<file path="config.mk">
export PLATFORM = sky130hd
export DESIGN_NAME = mem_access_seq
export DESIGN_NICKNAME = d
export VERILOG_FILES = /design/src/rtl/mem_access_seq.sv
export SDC_FILE = /design/constraint.sdc
export NUM_CORES = 1
export LEC_CHECK = 0
export ABC_CLOCK_PERIOD_IN_PS = 4150
export CORE_MARGIN = 1
export CORE_UTILIZATION = 39
export CTS_CLUSTER_DIAMETER = 50
export DETAILED_ROUTE_END_ITERATION = 12
export HOLD_SLACK_MARGIN = 0.08
export PLACE_DENSITY = 0.71
export SYNTH_ARGS = -nofsm -noshare
export SYNTH_HDL_FRONTEND = slang
export SYNTH_SLANG_ARGS = --single-unit
</file>
<file path="constraint.sdc">
create_clock -name clk -period 4.15 [get_ports clk]
set_clock_uncertainty 0.05 [all_clocks]
set_input_delay 0.6225 -clock clk [delete_from_list [all_inputs] [get_ports clk]]
set_output_delay 0.6225 -clock clk [all_outputs]
set_load 0.05 [all_outputs]
</file>
<file path="src/rtl/mem_access_seq.sv">
// MEM-stage memory access sequencer.
// Runs one access at a time over a valid/ready request port with a separate
// response strobe. The hazard unit is stalled while an access is pending.
// Load results are sign/zero-extended before they go to WB.
// An access that never gets a response is completed by a timeout.
module mem_access_seq #(
  parameter int unsigned TIMEOUT_CYCLES = 1023,
  parameter int unsigned CNT_W          = 10
) (
  input  logic        clk,
  input  logic        rst_n,
  input  logic        rd_req_MEM,
  input  logic [3:0]  wr_en_MEM,
  input  logic [2:0]  load_type_MEM,
  input  logic [31:0] addr_MEM,
  input  logic [31:0] wdata_MEM,
  input  logic        bubbleM,
  output logic        stall_mem,
  output logic [31:0] rdata_WB,
  output logic        rdata_valid,
  output logic        err_timeout,
  output logic        mem_req_valid,
  input  logic        mem_req_ready,
  output logic [3:0]  mem_we,
  output logic [31:0] mem_addr,
  output logic [31:0] mem_wdata,
  input  logic        mem_rsp_valid,
  input  logic [31:0] mem_rsp_data
);

  typedef enum logic [1:0] {
    S_IDLE = 2'd0,
    S_REQ  = 2'd1,
    S_WAIT = 2'd2,
    S_DONE = 2'd3
  } state_e;

  localparam logic [2:0] LT_LB  = 3'd1;
  localparam logic [2:0] LT_LH  = 3'd2;
  localparam logic [2:0] LT_LBU = 3'd4;
  localparam logic [2:0] LT_LHU = 3'd5;

  // Extracts the addressed byte/half of the word and extends it.
  // The low offset bit is ignored for halfwords; misaligned halves are not trapped.
  function automatic logic [31:0] load_extend(input logic [31:0] word,
                                              input logic [2:0]  ltype,
                                              input logic [1:0]  off);
    logic [7:0]  b;
    logic [15:0] h;
    logic [31:0] r;
    case (off)
      2'd0:    b = word[7:0];
      2'd1:    b = word[15:8];
      2'd2:    b = word[23:16];
      2'd3:    b = word[31:24];
      default: b = word[7:0];
    endcase
    h = off[1] ? word[31:16] : word[15:0];
    case (ltype)
      LT_LB:   r = {{24{b[7]}}, b};
      LT_LBU:  r = {24'h000000, b};
      LT_LH:   r = {{16{h[15]}}, h};
      LT_LHU:  r = {16'h0000, h};
      default: r = word;   // LW, NOREGWRITE and the unused codes 6/7
    endcase
    return r;
  endfunction

  state_e      state_q, state_d;
  logic [CNT_W-1:0] cnt_q, cnt_d;
  logic [2:0]  ltype_q, ltype_d;
  logic        is_load_q, is_load_d;
  logic [3:0]  we_q, we_d;
  logic [31:0] addr_q, addr_d;
  logic [31:0] wdata_q, wdata_d;
  logic [31:0] rdata_q, rdata_d;
  logic        err_q, err_d;
  logic        rvalid_q;
  logic        req_valid_q;

  logic        acc_s;
  logic        timeout_hit_s;

  assign acc_s = rd_req_MEM | (|wr_en_MEM);

  // A zero timeout disables the forced completion entirely.
  assign timeout_hit_s = (TIMEOUT_CYCLES != 32'd0) &&
                         (cnt_q == CNT_W'(TIMEOUT_CYCLES - 32'd1));

  // Next-state, access latching, counter, and result capture.
  always_comb begin
    state_d   = state_q;
    cnt_d     = cnt_q;
    ltype_d   = ltype_q;
    is_load_d = is_load_q;
    we_d      = we_q;
    addr_d    = addr_q;
    wdata_d   = wdata_q;
    rdata_d   = rdata_q;
    err_d     = err_q;
    case (state_q)
      S_IDLE: begin
        if (acc_s) begin
          state_d   = S_REQ;
          cnt_d     = '0;
          ltype_d   = load_type_MEM;
          // A store with a stray read request stays a store.
          is_load_d = rd_req_MEM & ~(|wr_en_MEM);
          we_d      = wr_en_MEM;
          addr_d    = addr_MEM;
          wdata_d   = wdata_MEM;
        end else begin
          state_d = S_IDLE;
        end
      end
      S_REQ: begin
        if (mem_req_ready) begin
          state_d = S_WAIT;
        end else begin
          state_d = S_REQ;
        end
      end
      S_WAIT: begin
        cnt_d = cnt_q + CNT_W'(1);
        if (mem_rsp_valid) begin
          state_d = S_DONE;
          if (is_load_q) begin
            rdata_d = load_extend(mem_rsp_data, ltype_q, addr_q[1:0]);
          end else begin
            rdata_d = rdata_q;
          end
        end else if (timeout_hit_s) begin
          state_d = S_DONE;
          err_d   = 1'b1;
          rdata_d = 32'h0000_0000;
        end else begin
          state_d = S_WAIT;
        end
      end
      S_DONE: begin
        if (!bubbleM) begin
          state_d = S_IDLE;
        end else begin
          state_d = S_DONE;
        end
      end
      default: begin
        state_d = S_IDLE;
      end
    endcase
  end

  // State, latched access and registered outputs; reset aborts any access.
  always_ff @(posedge clk or negedge rst_n) begin
    if (!rst_n) begin
      state_q     <= S_IDLE;
      cnt_q       <= '0;
      ltype_q     <= 3'd0;
      is_load_q   <= 1'b0;
      we_q        <= 4'd0;
      addr_q      <= 32'h0000_0000;
      wdata_q     <= 32'h0000_0000;
      rdata_q     <= 32'h0000_0000;
      err_q       <= 1'b0;
      rvalid_q    <= 1'b0;
      req_valid_q <= 1'b0;
    end else begin
      state_q     <= state_d;
      cnt_q       <= cnt_d;
      ltype_q     <= ltype_d;
      is_load_q   <= is_load_d;
      we_q        <= we_d;
      addr_q      <= addr_d;
      wdata_q     <= wdata_d;
      rdata_q     <= rdata_d;
      err_q       <= err_d;
      rvalid_q    <= (state_d == S_DONE) & is_load_d;
      req_valid_q <= (state_d == S_REQ);
    end
  end

  // Stall covers the IDLE cycle in which an access appears, so no extra cycle is lost.
  assign stall_mem     = ((state_q == S_IDLE) & acc_s) | (state_q == S_REQ) | (state_q == S_WAIT);
  assign rdata_WB      = rdata_q;
  assign rdata_valid   = rvalid_q;
  assign err_timeout   = err_q;
  assign mem_req_valid = req_valid_q;
  assign mem_we        = we_q;
  assign mem_addr      = {addr_q[31:2], 2'b00};
  assign mem_wdata     = wdata_q;

endmodule
</file>
==> results of run 1 <==
==> synthesized netlist by cell type (8+ instances only) <==
library cell	instances
mux2_2	16
nand2_1	217
a32o_1	8
buf_2	17
o221ai_1	15
o2bb2ai_1	22
nor2_1	22
dfrtp_1	119
a2bb2oi_1	8
mux4_2	8
o22ai_1	14
clkbuf_1	14
mux2i_1	13
buf_4	39
o21ai_0	15
==> kinds of logic after synthesis <==
| group | after synthesis | share of synthesized area |
|---|---|---|
| compound gates | 120 | 0.1558 |
| xor+xnor | 3 | 0.004272 |
| fa+ha+maj | 2 | 0.004067 |
| buf+inv | 79 | 0.08033 |
| flops | 119 | 0.4840 |
| mux | 37 | 0.07972 |
| other cells | 1 | 0.0006095 |
| simple gates | 282 | 0.1912 |
==> final cells by class <==
| class | instances | area share |
|---|---|---|
| Sequential cell | 119 | 0.3438 |
| Timing Repair Buffer | 217 | 0.2484 |
| Clock inverter | 10 | 0.01228 |
| Tap cell | 211 | 0.03048 |
| Clock buffer | 20 | 0.05157 |
| Inverter | 5 | 0.002167 |
| Multi-Input combinational cell | 446 | 0.3113 |
==> through the flow <==
stage,cell area [um2],setup WS [ps],util,power [W],std cells
floorplan,6156,1483,-,0.005470,644
global placement,8109,863.2,0.5295,0.006588,998
detailed placement,8109,870.2,0.5295,0.006712,998
CTS,8662,856.1,0.5656,0.008143,1028
global route,8662,804.8,0.5656,0.008553,1028
finish,8662,870.7,0.5656,0.008096,1028
==> power breakdown <==
group,internal [W],leakage [nW],total (W),switching (W)
logic,0.00161,2.04,0.00455,0.00295
registers,0.00167,1.49,0.00214,0.000464
clock network,0.000885,0.275,0.00140,0.000518
==> worst reg2reg max path, cell delays in order (launching register included) <==
cell and delay (ps):
dfrtp_1 930, clkinv_1 600, nand4_1 500, o221ai_1 200, o2bb2ai_1 210
==> metal layers <==
metal / share of wire / track usage / routed length [um] / vias to the layer above
li1: - / - / - / 2531
met1: 0.42 / 0.2800 / 7337 / 2622
met2: 0.49 / 0.3677 / 8674 / 241
met3: 0.074 / 0.06491 / 1290 / 30
met4: 0.014 / 0.07405 / 240 / 0
met5: 0 / 0 / 0 / -
==> flip-flops by register name (all words and copies together), names as in the netlist <==
signal and cells:
mem_req_valid 1, ltype_q 3, mem_we 4, addr_q 32, cnt_q 10, rdata_valid 1, state_q 2, rdata_WB 32
mem_wdata 32, err_timeout 1, is_load_q 1
==> worst max-delay path by stage <==
stage | cells after the start | end | from | slack (ps)
2_1_floorplan | 5 | stall_mem | wr_en_MEM[3] | 1480
3_3_place_gp | 5 | stall_mem | wr_en_MEM[3] | 860
3_5_place_dp | 5 | stall_mem | wr_en_MEM[3] | 870
4_1_cts | 5 | stall_mem | wr_en_MEM[3] | 860
5_1_grt | 4 | stall_mem | state_q[0] | 800
6_report | 5 | stall_mem | wr_en_MEM[3] | 870
==> qor.txt, run 1 <==
outcome = finished clean
worst hold margin = 229.4 ps
CTS tree = built
Fillers = 1355
Total Routing Usage GR = 0.2226
Core Area = 0.01531 mm2
FF-to-FF setup slack = 1600 ps
Initial Util = 0.4017
Vias/cell = 5.276
Sum Neg Setup Slack = 0 ps
Slew Limit Fails = 0
ant diodes = 0
fin crit period = 3279 ps
synthesized cell area = 0.006152 mm2
critical path launch point type = primary input
crit-path cells = clkdlybuf4s50_1 > or4_4 > o21ai_4 > o21ai_1 > clkdlybuf4s50_1
period utilization = 0.7902
syn_area_per_cell = 9.568 um2
Worst-Margin Slew = 1129 ps
CTS Sinks = 119
Seq cells post-synth = 119
total number of vias = 5424
post-cts resize count = 0
Yosys top cell area share = 0.4840
CTS clock-pin slew for the worst setup and hold paths = 60 ps
Main synth FF type = dfrtp_1
Synth area leader = dfrtp_1
Seq/Total Area, Yosys = 0.4840
slowest stage cell, crit path = clkdlybuf4s50_1
worst r2r src = ltype_q[1]
Inserted Clock Buffers = 17
WP data required = 3480 ps
# IOs = 213
Final #Nets = 917
share of cells above drive strength 1 = 0.08690
final antenna-violating net count = 0
number of global-route vias before repair = 5377
highest clock rate = 304.9 MHz
largest net degree at the start of global routing = 78
area taken by multi-input logic gates = 0.002696 mm2
Yosys Warn Count = 0
Mapped Cells = 643
Root Driver = clkbuf_16
Total Die Area = 0.01628 mm2
Routed WL per cell = 17.07 um
Syn-to-layout area delta = 40.80%
Slew Limit Headroom = 0.2476
postcts setup bufs = 0
PD cells = 934.6 mW/mm2
crit end category = output pin
Yosys cell types = 56
RSZ-0062 raised after global routing = false
Hold Path Class = in -> async
max-cap viol count = 0
DP HPWL = 12.17 mm
most frequent cells in the layout = nand2_1 (217), clkdlybuf4s50_1 (209), dfrtp_1 (119), nor2_1 (22), o2bb2ai_1 (22)
Synth area leaders = dfrtp_1 (48%), nand2_1 (13%), buf_4 (4.8%)
htree depth = 4
commonest non-fill, non-tap cell in the layout = nand2_1
Die Ht = 127.6 um
clk buf depth = 2
# setup viols final = 0
Worst path max stage delay = 740 ps
Reg area = 0.002978 mm2
Post-synth EDFFs = 0
first-pass detailed-route iteration total = 5
worst skew pair latency = 420 ps
initial antenna violation count = 0
Starting DRT DRC Count = 419
Crit path max-delay family = buffers and inverters
crit path kind = in -> out
CP max FO = 3
Worst R2R End = rdata_WB[6]
cells on worst reg2reg path = 4
PortBufs = 210
DRT Wirelength = 17.54 mm
row count = 45
Leakage = 3.807 nW
number of buffers and inverters on the critical path = 2
Most Frequent Cell on Critical Path = clkdlybuf4s50_1
peak supply drop = 641.5 uV
DRC errors left = 0
die width = 127.6 um
FFs w/ async S/R, synth = 1.000
first-pass GRT wire length = 28.10 mm
Critical Path AT = 2610 ps
Fin. Hold Viols = 0
CTS Hold Buffers Added = 0
routability cong. = 0.8355
GRT overflow = 0
Power figures use the tool's default switching activity.
==> inputs of run 2 (changes only) <==
ABC_CLOCK_PERIOD_IN_PS = 2800   (was 4150)
PLACE_DENSITY = 0.73   (was 0.71)
clock period = 2.8 ns   (was 4.15 ns; I/O delays follow)
==> run 2 against run 1 <==
Effect of this change:
- cell area increased by 1.7%
- setup slack worse by 440 ps
- clock power rose by 47%
- cell count grew 1.3%
- hold slack improved by 180 ps
- sequential power increased by 40%
- utilization is 0.98 points higher
- sequential share of layout area fell by 0.59 points
- critical path depth stayed put
- via count decreased by 2.9%
- power increased by 49%
- largest power group unchanged
- global-route usage down 0.76 points
==> qor.txt, run 2 (same netlist as run 1, synthesis figures left out) <==
outcome = finished clean
final antenna-violating net count = 0 (unchanged)
crit end category = output pin
Vias/cell = 5.058 (-4.1%)
peak supply drop = 804.5 uV (+25%)
DRC errors left = 0 (unchanged)
Slew Limit Fails = 0 (unchanged)
Critical Path AT = 1890 ps (-720 ps)
Inserted Clock Buffers = 17 (unchanged)
Core Area = 0.01531 mm2 (unchanged)
RSZ-0062 raised after global routing = false
max-cap viol count = 0 (unchanged)
most frequent cells in the layout = nand2_1 (217), clkdlybuf4s50_1 (208), dfrtp_1 (119), nor2_1 (22), o2bb2ai_1 (22)
period utilization = 0.8445
total number of vias = 5265 (-2.9%)
Comb power frac = 0.582 (+0.019)
Routed WL per cell = 16.32 um (-4.4%)
Sum Neg Setup Slack = 0 ps (unchanged)
Total Routing Usage GR = 0.2150 (-0.007570)
PortBufs = 210 (unchanged)
share of cells above drive strength 1 = 0.1036 (+0.01671)
initial antenna violation count = 0 (unchanged)
row count = 45 (unchanged)
GRT overflow = 0 (unchanged)
Fin. Hold Viols = 0 (unchanged)
critical path launch point type = primary input
number of global-route vias before repair = 5177 (-3.7%)
Setup WS pre-CTS = 383.4 ps (-486.8 ps)
highest clock rate = 422.9 MHz
commonest non-fill, non-tap cell in the layout = nand2_1
sw frac = 0.4852 (about the same)
PD cells = 1373 mW/mm2 (+47%)
Leakage = 3.878 nW (+1.9%)
fin crit period = 2364 ps
ant diodes = 0 (unchanged)
Slew Limit Headroom = 0.6065 (+0.3589)
worst skew pair latency = 410 ps (about the same)
first-pass detailed-route iteration total = 5 (unchanged)
first-pass GRT wire length = 27.02 mm (-3.8%)
Total Die Area = 0.01628 mm2 (unchanged)
Final #Nets = 929 (+1.3%)
Clk pwr share = 0.170 (-0.003)
DRT Wirelength = 16.99 mm (-3.2%)
Fillers = 1403 (+3.5%)
htree depth = 4 (unchanged)
GR met3 Demand/Resource = 0.06030 (-0.004606)
sequential power share = 0.247 (-0.017)
# IOs = 213 (unchanged)
clk buf depth = 2 (unchanged)
Starting DRT DRC Count = 415 (-0.95%)
Root Driver = clkbuf_16
CTS tree = built
# setup viols final = 0 (unchanged)
WP data required = 2330 ps (-1150 ps)
die width = 127.6 um (unchanged)
global routing's busiest layer = met2
Initial Util = 0.4017 (unchanged)
crit path kind = in -> out
CTS clock-pin slew for the worst setup and hold paths = 50 ps (about the same)
largest net degree at the start of global routing = 78 (unchanged)
Internal = 0.006230 W (+50%)
CTS Sinks = 119 (unchanged)
CP max FO = 3 (unchanged)
DP HPWL = 11.67 mm (-4.1%)
met1 Use GR = 0.2783 (-0.001763)
post-cts resize count = 0 (unchanged)
Syn-to-layout area delta = 43.24%
met2 Usage GRT = 0.3330 (-0.03472)
Die Ht = 127.6 um (unchanged)
Worst-Margin Slew = 590.2 ps (-538.4 ps)
Hold Path Class = reg -> reg
routability cong. = 0.8656 (+3.6%)
setup ws final = 435.5 ps (-435.2 ps)
Sw Pwr = 0.005872 W (+49%)
## run 2: changes by cell type in the layout (fill, tap and decap cells not counted), moves of 4 or more
| cell | before | now |
|---|---|---|
| buf_4 | 8 | 16 |
| buf_12 | 0 | 4 |
| clkinv_2 | 6 | 2 |
| inv_6 | 0 | 4 |
## run 2: per-stage QoR
step	cell area, um2	utilization	instances	hold WS, ps	total power (W)
final	8812	0.5754	1041	407.4	0.01210
after global routing	8812	0.5754	1041	431.7	0.01279
after CTS	8812	0.5754	1041	414.0	0.01217
after detailed placement	8239	0.5380	1009	359.3	0.01006
after global placement	8239	0.5380	1009	356.8	0.009969
after floorplan	6156	-	644	74.41	0.008108
## run 2: critical path, stage by stage
cell             delay [ps]
clkdlybuf4s50_1         420
or4_4                   580
o21ai_4                 180
o21ai_1                  90
buf_4                   200
## run 2: worst paths after layout
path / start / end / slack (ps) / cells past startpoint
min: err_timeout / err_timeout / 410 / 1
max in group asynchronous: rst_n / addr_q[1] / 1650 / 3
min reg2reg: err_timeout / err_timeout / 410 / 1
min in group asynchronous: rst_n / rdata_WB[29] / 450 / 2
max: wr_en_MEM[3] / stall_mem / 440 / 5
max reg2reg: addr_q[1] / rdata_WB[7] / 710 / 5
## run 2: what timing repair did
item	CTS	global route
setup buffers	0	0
setup endpoints to repair	0	0
endpoints found under the hold margin	32	0
hold buffers	1	0
## run 2: area by class of cell
| cell class | count | area [um2] | share of cell area |
|---|---|---|---|
| inverters | 5 | 18.77 | 0.002130 |
| repair buffers | 229 | 2292 | 0.2601 |
| clock inverters | 13 | 123.9 | 0.01406 |
| clock buffers | 18 | 439.2 | 0.04984 |
| flip-flops and latches | 119 | 2978 | 0.3379 |
| multi-input cells | 446 | 2696 | 0.3060 |
| well taps | 211 | 264.0 | 0.02996 |
## run 2: layer usage
metal  up-vias  share of wire
met4         0          0.025
li1       2568              -
met1      2467           0.44
met2       199           0.48
met3        31          0.061
met5         -              0
## run 2: power by group through the flow
stage	logic, W	registers [W]	clock network [W]
after floorplan	0.00361	0.00450	0
after global placement	0.00697	0.00300	0
after detailed placement	0.00704	0.00302	0
after CTS	0.00706	0.00300	0.00211
after global routing	0.00748	0.00309	0.00221
final	0.00705	0.00299	0.00206
==> inputs of run 3 (changes only) <==
ABC_CLOCK_PERIOD_IN_PS = 2150   (was 2800)
clock period = 2.15 ns   (was 2.8 ns; I/O delays follow)
==> run 3 against run 2 <==
Effect of this change:
- cell area rose by 3.8%
- utilization rose by 2.2 points
- setup slack got worse by 400 ps
- clock power rose by 35%
- flip-flop and latch count did not move
- power rose by 34%
- sequential share of layout area fell by 1.2 points
- largest power group unchanged
==> qor.txt, run 3 (same netlist as run 1, synthesis figures left out) <==
outcome = finished clean
Finished Cell Area = 0.009149 mm2 (+3.8%)
Internal = 0.008511 W (+37%)
slowest stage cell, crit path = or4_4
most frequent cells in the layout = nand2_1 (217), clkdlybuf4s50_1 (208), dfrtp_1 (119), buf_4 (46)
Initial Util = 0.4017 (unchanged)
commonest non-fill, non-tap cell in the layout = nand2_1
CP max FO = 3 (unchanged)
# setup viols final = 0 (unchanged)
critical path launch point type = primary input
clk buf depth = 2 (unchanged)
Slew Limit Fails = 0 (unchanged)
die width = 127.6 um (unchanged)
Inserted Clock Buffers = 17 (unchanged)
Total Routing Usage GR = 0.2254 (+0.01037)
# IOs = 213 (unchanged)
crit path kind = in -> out
Sw Pwr = 0.007719 W (+31%)
row count = 45 (unchanged)
share of cells above drive strength 1 = 0.1409 (+0.03726)
Slew Limit Headroom = 0.6175 (+0.01104)
Final #Nets = 964 (+3.8%)
final antenna-violating net count = 0 (unchanged)
Routed WL per cell = 16.31 um (about the same)
crit end category = output pin
Design Power = 0.01623 W (+34%)
highest clock rate = 473.9 MHz
Fin. Hold Viols = 0 (unchanged)
Crit path max-delay family = buffers and inverters
Worst path max stage delay = 570 ps (about the same)
routability cong. = 0.8994 (+3.9%)
Starting DRT DRC Count = 339 (-18%)
Fillers = 1343 (-4.3%)
RSZ-0062 raised after global routing = false
CTS tree = built
CTS Sinks = 119 (unchanged)
max-cap viol count = 0 (unchanged)
period utilization = 0.9814
DRT Wirelength = 17.56 mm (+3.4%)
PD cells = 1774 mW/mm2 (+29%)
Critical Path AT = 1740 ps (-150 ps)
number of global-route vias before repair = 5518 (+6.6%)
crit-path cells = clkdlybuf4s50_1 > or4_4 > o21ai_4 > o21ai_2 > buf_6
sw frac = 0.4756 (-0.009580)
GRT overflow = 0 (unchanged)
largest net degree at the start of global routing = 40 (-49%)
Die Ht = 127.6 um (unchanged)
first-pass GRT wire length = 28.45 mm (+5.3%)
sequential power share = 0.236 (-0.011)
Core Area = 0.01531 mm2 (unchanged)
Vias/cell = 5.134 (+1.5%)
htree depth = 4 (unchanged)
PortBufs = 210 (unchanged)
worst skew pair latency = 410 ps (about the same)
DP HPWL = 12.58 mm (+7.8%)
Leakage = 4.077 nW (+5.1%)
DP Area = 0.008544 mm2 (+3.7%)
total number of vias = 5529 (+5.0%)
fin crit period = 2110 ps
FF-to-FF setup slack = 240 ps (-470 ps)
Root Driver = clkbuf_16
Total Die Area = 0.01628 mm2 (unchanged)
Comb power frac = 0.593 (+0.011)
Hold Path Class = in -> reg
CTS clock-pin slew for the worst setup and hold paths = 60 ps (about the same)
Worst-Margin Slew = 573.7 ps (-16.56 ps)
DRC errors left = 0 (unchanged)
initial antenna violation count = 0 (unchanged)
peak supply drop = 1138 uV (+41%)
number of buffers and inverters on the critical path = 2 (unchanged)
ant diodes = 0 (unchanged)
Syn-to-layout area delta = 48.71%
Clk pwr share = 0.171 (about the same)
first-pass detailed-route iteration total = 5 (unchanged)
WP data required = 1780 ps (-550 ps)
-- run 3: layer usage --
| layer | GRT usage | up-vias | wire length (um) |
|---|---|---|---|
| li1 | - | 2635 | - |
| met1 | 0.2869 | 2620 | 7546 |
| met2 | 0.3578 | 234 | 8270 |
| met3 | 0.05779 | 40 | 1186 |
| met4 | 0.1107 | 0 | 559 |
| met5 | 0 | - | 0 |
-- run 3: path summary, 6_finish.rpt --
check / startpoint / to / depth (start not counted)
max: wr_en_MEM[0] / stall_mem / 5
min: wdata_MEM[12] / mem_wdata[12] / 3
min reg2reg: mem_wdata[13] / mem_wdata[13] / 2
max in group asynchronous: rst_n / addr_q[4] / 3
max reg2reg: cnt_q[0] / rdata_WB[7] / 7
min in group asynchronous: rst_n / rdata_WB[20] / 2
-- run 3: worst reg2reg max path: cells and delay by family (launching register included) --
kind	cells	cell delay (ps)
AND/OR/NAND/NOR	2	520
flip-flops	1	430
adder cells (fa/ha/maj)	1	160
buffers and inverters	2	270
AO/OA/AOI/OAI	2	370
-- run 3: timing repair --
| action | in CTS | in global routing |
|---|---|---|
| buffers inserted | 1 | 0 |
| pin swaps | 1 | 0 |
| endpoints found under the hold margin | 36 | 0 |
| hold buffers | 1 | 0 |
| resized for setup | 1 | 1 |
| setup endpoints to repair | 1 | 1 |
-- run 3: power by group through the flow --
stage	combinational, W	sequential (W)	clock, W
global placement	0.00950	0.00384	0
CTS	0.00965	0.00384	0.00282
finish	0.00962	0.00383	0.00278
global route	0.0102	0.00397	0.00294
detailed placement	0.00961	0.00386	0
floorplan	0.00470	0.00586	0
-- run 3: layout make-up --
class                           count  area (um2)  share of cell area
Timing Repair Buffer              264        2609              0.2851
Inverter                            5       18.77            0.002051
Sequential cell                   119        2978              0.3255
Tap cell                          211       264.0             0.02886
Clock inverter                     14       150.1             0.01641
Multi-Input combinational cell    446        2700              0.2951
Clock buffer                       18       429.2             0.04691
-- run 3: per-stage QoR --
| stage | hold WS, ps | TNS (ps) | utilization | std cells | setup WS (ps) |
|---|---|---|---|---|---|
| 2_1_floorplan | -23.09 | 0 | - | 644 | 60.24 |
| 5_1_grt | 374.0 | 0 | 0.5974 | 1077 | 1.223 |
| 6_report | 381.6 | 0 | 0.5974 | 1077 | 39.91 |
| 3_3_place_gp | 309.6 | -79.50 | 0.5579 | 1043 | -11.68 |
| 3_5_place_dp | 308.4 | -816.0 | 0.5579 | 1043 | -37.86 |
| 4_1_cts | 368.9 | 0 | 0.5971 | 1077 | 7.654 |
